`src/rtl/traffic_state_seq.sv`:
```
// traffic_state_seq -- phase sequencer for a main-road / side-road junction
// with a pedestrian all-red phase.
//
// A prescaler divides clk down to a one-second tick. Each phase lasts a fixed
// number of ticks. At the end of a phase the next phase is chosen from the
// side-road sensor (sampled at the end of the green phases 000/100 only) and
// from a latched walk request (sampled at the end of main yellow 011).
//
// Ports:
//   clk          in   single clock, rising edge
//   rst_n        in   asynchronous active-low reset
//   sensor       in   side-road traffic present (level)
//   walk_btn     in   pedestrian request (level or pulse)
//   state        out  [2:0] current phase code, registered
//   sec_left     out  [2:0] seconds remaining in the current phase, registered
//   walk_pending out  latched walk request not yet served, registered
//   tick         out  one-cycle pulse on each second boundary, registered
module traffic_state_seq #(
  parameter int unsigned TICK_DIV = 100000000
) (
  input  logic       clk,
  input  logic       rst_n,
  input  logic       sensor,
  input  logic       walk_btn,
  output logic [2:0] state,
  output logic [2:0] sec_left,
  output logic       walk_pending,
  output logic       tick
);

  localparam int unsigned DIV_W = (TICK_DIV > 32'd2) ? $clog2(TICK_DIV) : 32'd1;
  localparam logic [DIV_W-1:0] DIV_LAST = DIV_W'(TICK_DIV - 32'd1);
  // One count before the last: lets tick be a register that is high exactly
  // while div == TICK_DIV-1.
  localparam logic [DIV_W-1:0] DIV_PRE  = DIV_W'(TICK_DIV - 32'd2);

  typedef enum logic [2:0] {
    S_MAIN_GREEN  = 3'b000,
    S_MAIN_EXT    = 3'b001,
    S_MAIN_LONG   = 3'b010,
    S_MAIN_YELLOW = 3'b011,
    S_SIDE_GREEN  = 3'b100,
    S_SIDE_EXT    = 3'b101,
    S_SIDE_YELLOW = 3'b110,
    S_WALK        = 3'b111
  } phase_t;

  // Phase length in ticks.
  function automatic logic [2:0] phase_dur(input phase_t p);
    case (p)
      S_MAIN_GREEN:  phase_dur = 3'd6;
      S_MAIN_EXT:    phase_dur = 3'd3;
      S_MAIN_LONG:   phase_dur = 3'd6;
      S_MAIN_YELLOW: phase_dur = 3'd2;
      S_SIDE_GREEN:  phase_dur = 3'd6;
      S_SIDE_EXT:    phase_dur = 3'd3;
      S_SIDE_YELLOW: phase_dur = 3'd2;
      S_WALK:        phase_dur = 3'd3;
      default:       phase_dur = 3'd6;
    endcase
  endfunction

  phase_t           state_r, state_next_s;
  logic [2:0]       cnt_r, cnt_next_s;
  logic [DIV_W-1:0] div_r, div_next_s;
  logic             tick_r, tick_next_s, tick_now_s;
  logic             walk_r, walk_next_s, walk_eff_s;
  logic [2:0]       sec_left_r, sec_left_next_s;

  // Next-state, prescaler, phase counter and walk-latch logic.
  always_comb begin
    state_next_s    = state_r;
    cnt_next_s      = cnt_r;
    div_next_s      = div_r;
    tick_now_s      = (div_r == DIV_LAST);
    tick_next_s     = (div_r == DIV_PRE);
    // A press in the same cycle as the 011 ending tick must already count,
    // so the routing decision looks at the press as well as the latch.
    // Presses during the walk phase itself are dropped.
    walk_eff_s      = walk_r | (walk_btn & (state_r != S_WALK));
    walk_next_s     = walk_eff_s;
    sec_left_next_s = sec_left_r;

    if (tick_now_s) begin
      div_next_s = {DIV_W{1'b0}};
    end else begin
      div_next_s = div_r + DIV_W'(1);
    end

    if (tick_now_s) begin
      // >= rather than == so a corrupted counter still ends the phase.
      if (cnt_r >= (phase_dur(state_r) - 3'd1)) begin
        cnt_next_s = 3'd0;
        case (state_r)
          S_MAIN_GREEN:  state_next_s = sensor ? S_MAIN_EXT : S_MAIN_LONG;
          S_MAIN_EXT:    state_next_s = S_MAIN_YELLOW;
          S_MAIN_LONG:   state_next_s = S_MAIN_YELLOW;
          S_MAIN_YELLOW: state_next_s = walk_eff_s ? S_WALK : S_SIDE_GREEN;
          S_SIDE_GREEN:  state_next_s = sensor ? S_SIDE_EXT : S_SIDE_YELLOW;
          S_SIDE_EXT:    state_next_s = S_SIDE_YELLOW;
          S_SIDE_YELLOW: state_next_s = S_MAIN_GREEN;
          S_WALK:        state_next_s = S_SIDE_GREEN;
          default: begin
            state_next_s = S_MAIN_GREEN;
            cnt_next_s   = 3'd0;
          end
        endcase
      end else begin
        cnt_next_s = cnt_r + 3'd1;
      end
    end else begin
      state_next_s = state_r;
      cnt_next_s   = cnt_r;
    end

    // Entering the walk phase serves the request; this beats a coincident press.
    if ((state_next_s == S_WALK) && (state_r != S_WALK)) begin
      walk_next_s = 1'b0;
    end else begin
      walk_next_s = walk_eff_s;
    end

    sec_left_next_s = phase_dur(state_next_s) - cnt_next_s;
  end

  // State and output registers.
  always_ff @(posedge clk or negedge rst_n) begin
    if (!rst_n) begin
      state_r    <= S_MAIN_GREEN;
      cnt_r      <= 3'd0;
      div_r      <= {DIV_W{1'b0}};
      tick_r     <= 1'b0;
      walk_r     <= 1'b0;
      sec_left_r <= 3'd6;
    end else begin
      state_r    <= state_next_s;
      cnt_r      <= cnt_next_s;
      div_r      <= div_next_s;
      tick_r     <= tick_next_s;
      walk_r     <= walk_next_s;
      sec_left_r <= sec_left_next_s;
    end
  end

  assign state        = state_r;
  assign sec_left     = sec_left_r;
  assign walk_pending = walk_r;
  assign tick         = tick_r;

endmodule

```
`config.mk`:
```
export PLATFORM = sky130hd
export DESIGN_NAME = traffic_state_seq
export DESIGN_NICKNAME = d
export VERILOG_FILES = /design/src/rtl/traffic_state_seq.sv
export SDC_FILE = /design/constraint.sdc
export NUM_CORES = 1
export LEC_CHECK = 0
export ABC_AREA = 0
export CAP_MARGIN = 10
export CORE_UTILIZATION = 50
export DETAILED_ROUTE_END_ITERATION = 10
export HOLD_SLACK_MARGIN = 0.06
export PLACE_DENSITY = 0.69
export SYNTH_ARGS = -nofsm -noshare
export SYNTH_HDL_FRONTEND = slang
export SYNTH_SLANG_ARGS = --single-unit
```
`constraint.sdc`:
```
create_clock -name clk -period 3.6 [get_ports clk]
set_input_delay 0.36 -clock clk [delete_from_list [all_inputs] [get_ports clk]]
set_output_delay 0.36 -clock clk [all_outputs]
set_load 0.01 [all_outputs]
```
After elaboration in Yosys (flattened, before gate mapping)
Memories as Yosys holds them, arrays and structs flattened.
Index checks and enable logic that the tools add are counted.
Cells by class
  $add $sub $neg: 4
  $lt $le $gt $ge: 1
  equal/unequal tests: 11
  multiplexer cells: 11
  bitwise gates (word level): 2
  reduce and logical (&&, ||, !) cells: 3
Operators by type and width (number)
  $eq A27 B27 Y1 const B: 2
  $add A27 B1 Y27 const B: 1
  $mux W27: 1
  $pmux W3 S7: 1
  $eq A3 B3 Y1 const B: 5
  $mux W3: 5
  $eq A3 B2 Y1 const B: 2
  $mux W2: 3
  $add A3 B1 Y3 const B: 1
  $eq A3 B1 Y1 const B: 1
  $ge A3 B3 Y1: 1
  $logic_not A3 Y1: 1
  $ne A3 B3 Y1 const B: 1
  $sub A3 B1 Y3 const B: 1
  $sub A3 B3 Y3: 1
  $reduce_or A2 Y1: 1
  $and A1 B1 Y1: 1
  $logic_and A1 B1 Y1: 1
  $mux W1: 1
  $or A1 B1 Y1: 1
Storage, ports and cells
  register bits: 38
  ROM bits: 32
  output and inout port bits: 8
  logic and storage cells: 40
  memories kept: 2
Memory list
  (name not given): depth 8, bits a word 2, rd ports 1, clocked after memory_dff 0, wr ports 0, RTL line 50  | case (p)
  (name not given): depth 8, bits a word 2, rd ports 1, clocked after memory_dff 0, wr ports 0, RTL line 50

Depth between registers and ports, before layout
  depth in word-level cells: 10
  gate-level depth with buffers: 16

Least setup slack after synthesis
Ideal clock, no wire load.
  kind: register to register
  from: register state_r[1], in the netlist state[1]
  to: register sec_left_r[2], in the netlist sec_left[2]
  data arrival time: 3.174 ns
  data required time: 3.525 ns
  setup slack: 0.352 ns
  stages on the path, launching flop included: 17
  buffers on the path: 1
  cells stage by stage: dfrtp_1 > clkbuf_1 > inv_1 > o21ai_0 > ha_1 > nand2b_1 > o221ai_1 > nand2_1 > nand2_2 > mux2i_1 > o22a_1 > ha_1 > ha_1 > or2_2 > a22o_1 > o211ai_2 > xor2_1
On the way
  word-level cells in the longest chain between the ends: 9
RTL lines
  from (decl): RTL line 63  | phase_t state_r, state_next_s;
  from (signal assigned): RTL line 136  | state_r <= state_next_s;
  branches (longest 8 deep; another with $sub A3 B1 Y3)
  $sub A3 B3 Y3 (*): RTL line 123  | sec_left_next_s = phase_dur(state_next_s) - cnt_next_s;
  net sec_left_next_s[2]: RTL line 68  | logic [2:0] sec_left_r, sec_left_next_s;
  to (signal assigned): RTL line 141  | sec_left_r <= sec_left_next_s;
  to (decl): RTL line 68
Mark *: on every way through the listed nets, which the timed path passes. The select of a mux whose other input is x is not followed.

Worst setup path in the final report
  from: register state_r[2], in the netlist state[2]
  to: register sec_left_r[2], in the netlist sec_left[2]
Same word-level chain as after synthesis.

==> impl_metrics.toml <==
[run_status]
status = "completed"

[worst_hold_path]
hold_path.class = "in2async"

[sta]
timing.setup.tns_ns = 0
min_period_ns = 3.28
setup_viol = 0
fin_crit_sh_pct = 91.2
worst_clock_skew_ns = 0.00535
hold_slack_ns = 0.159
maxSlewViolCount = 0
max-slew-margin-rel_pct = 44.0
clock.fmax_ghz = 0.305
final_hold_viol_count = 0
worst_pin_slew_ns = 0.841
rsz0062_at_grt = "no"

[global_route]
grt_start_max_net_pins = 39
grt_pass1_wl_um = 6300
overflow = 0
antenna_found_initial = 0
grt_util_all_layers_pct = 20.0
grt_pass1_vias = 1397

[clock_network]
cts_root_buffer = "clkbuf_8"
cts_tree = "done"
cts_htree_levels = 2
cts_max_path_buffers = 2
cts_setup_buffers = 0
hold_buffers = 0
cts_resized = 0
clock_latency_ns = 0.29
cts.clk_slew.worst_paths_ns = 0.07
cts.sinks = 38
numCtsBuffers = 5

[run]
maxCapViolations = 0

[power]
power_uw = 745
leakage_uw = 0.00108
powerDensity_mw_per_mm2 = 335
ir_worst_vdd_mv = 0.242

[placement]
placed_area_mm2 = 0.00213
post-dp-hpwl_um = 2600
portBuffers = 11
place.gp.congestion = 0.889

[logic_synthesis]
synth.most_common_cell = "dfrtp_1"
synth_enable_flop_cells = 0
synthCells = 195
synth_top_cells_by_count = "dfrtp_1, nor2_1, xor2_1"
avgSynthCellArea_um2 = 10.2
synth_seq_cells = 38
yosys-top-cells-area = "dfrtp_1, xor2_1, ha_1, nor2_1, nand3_1"
yosysSeqAreaShare_pct = 48.1
synthArstFlopShare_pct = 100
yosys.area.top_type = "dfrtp_1"
synth_flop_cell = "dfrtp_1"
syn_nets = 206
synth_top_area_share_pct = 45.5
ys_types = 43
ys_warn_count = 0
syn_area_mm2 = 0.00198

[routing]
routed_wl_um = 3670
avgRoutedWirePerCell_um = 14.2
vias_per_cell = 5.51
vias = 1428
drc = 0
drt_pass1_iterations = 4
ant_nets = 0
first_iter_violations = 82

[floorplanning]
die_x_um = 64.9
io_pins = 12
die-area_mm2 = 0.00422
placement_rows = 22
core-area_mm2 = 0.00374
start_util_pct = 52.9
die_h_um = 64.9

[setup_path]
arrival_ns = 3.51
slowest_stage = "dfrtp_1"
setup.worst_path.end_class = "flop"
setup.worst_path.class = "reg2reg"
worstPathCellList = "o21ai_0, ha_1, nand2b_1, o221ai_1, nand2_1, nand2_2, mux2i_1, o22a_1, ha_1, ha_1, or2_2, a22o_1, o211ai_2, xor2_1"
cp-start-kind = "flop"
max_stage_delay_ns = 0.48
worstPathMaxFanout = 11
cp_common_cell = "ha_1"
r2r_slack_ns = 0.32
required_ns = 3.82

[layout]
drive_gt1_share_pct = 10.4
fin_nets = 221
diodes = 0
syn2layout_area_growth_pct = 12.1
final_area_mm2 = 0.00222
[layout by cell type (no fill, tap or decap), types with 3 or more instances in the layout]
| cell | instances |
|---|---|
| dfrtp_1 | 36 |
| nor2_1 | 23 |
| xor2_1 | 16 |
| nand3_1 | 14 |
| nand2_1 | 13 |
| clkdlybuf4s50_1 | 10 |
| inv_1 | 9 |
| xnor2_1 | 7 |
| ha_1 | 7 |
| o21ai_0 | 6 |
| and3_1 | 6 |
| clkbuf_8 | 6 |
| nand4_1 | 5 |
| mux2i_1 | 4 |
| a21oi_1 | 4 |
| nor3_1 | 3 |
| o31ai_1 | 3 |
| buf_4 | 3 |
[state kept, by name, summed over array words and instances (netlist names)]
name          flops
cnt_r             3
div_r            27
sec_left          3
state             3
tick              1
walk_pending      1
[report_power, final]
part           internal (uW)  switching, uW  total [uW]
combinational           6.05           12.3        18.4
clock                    154            144         299
sequential               427          0.328         428
[cells by family (layout without fill, tap and decap cells)]
logic type | Yosys count | after routing | synth area share (%)
and+or+nand+nor | 84 | 84 | 23.1
xor gates and xnor gates | 23 | 23 | 10.2
muxes | 5 | 5 | 2.59
adders and majority gates | 7 | 7 | 4.42
buffers and inverters | 15 | 31 | 3.66
AOI/OAI and AO/OA | 23 | 23 | 7.90
DFF | 38 | 38 | 48.1
[per-stage QoR]
stage	setup slack (ns)	util (%)	std cells
finish	0.317	59.3	259
global route	0.0717	59.3	259
CTS	0.306	59.3	259
detailed placement	0.309	56.9	251
global placement	0.457	56.9	251
floorplan	0.352	-	195
[metal layers]
metal / part of all wire (%) / global-route usage (%) / up-vias / wire, um
met2: 47 / 33.3 / 19 / 1740
met1: 48 / 24.1 / 694 / 1750
met4: 2.1 / 10.0 / 0 / 76
met3: 2.8 / 4.58 / 6 / 102
met5: 0 / 0 / - / 0
li1: - / - / 709 / -
[layout make-up]
cell class / instances / area, um^2
multi-input cells: 142 / 955
clock inverters: 1 / 5.00
repair buffers: 14 / 128
clock buffers: 7 / 86.3
flip-flops and latches: 38 / 953
well taps: 48 / 60.1
fillers: 339 / 1520
inverters: 9 / 33.8
[worst paths after layout]
kind | from | endpoint | cells past startpoint
max in group asynchronous | rst_n | div_r[24]$_DFF_PN0_ | 1
hold reg to reg | div_r[17]$_DFF_PN0_ | div_r[17]$_DFF_PN0_ | 1
min in group clk | div_r[17]$_DFF_PN0_ | div_r[17]$_DFF_PN0_ | 1
setup / recovery | state[2]$_DFF_PN0_ | sec_left[2]$_DFF_PN1_ | 14
setup reg to reg | state[2]$_DFF_PN0_ | sec_left[2]$_DFF_PN1_ | 14
hold / removal | rst_n | div_r[18]$_DFF_PN0_ | 1
[worst max-delay path, delay by kind of cell (launching register included)]
kind	cells	cell delay, ns
multiplexers	1	0.10
AO/OA/AOI/OAI	5	0.93
XOR/XNOR	1	0.16
flip-flops	1	0.48
AND/OR/NAND/NOR	4	0.91
adder cells (fa/ha/maj)	3	0.66
No activity file was read; power rests on OpenSTA's default activity.
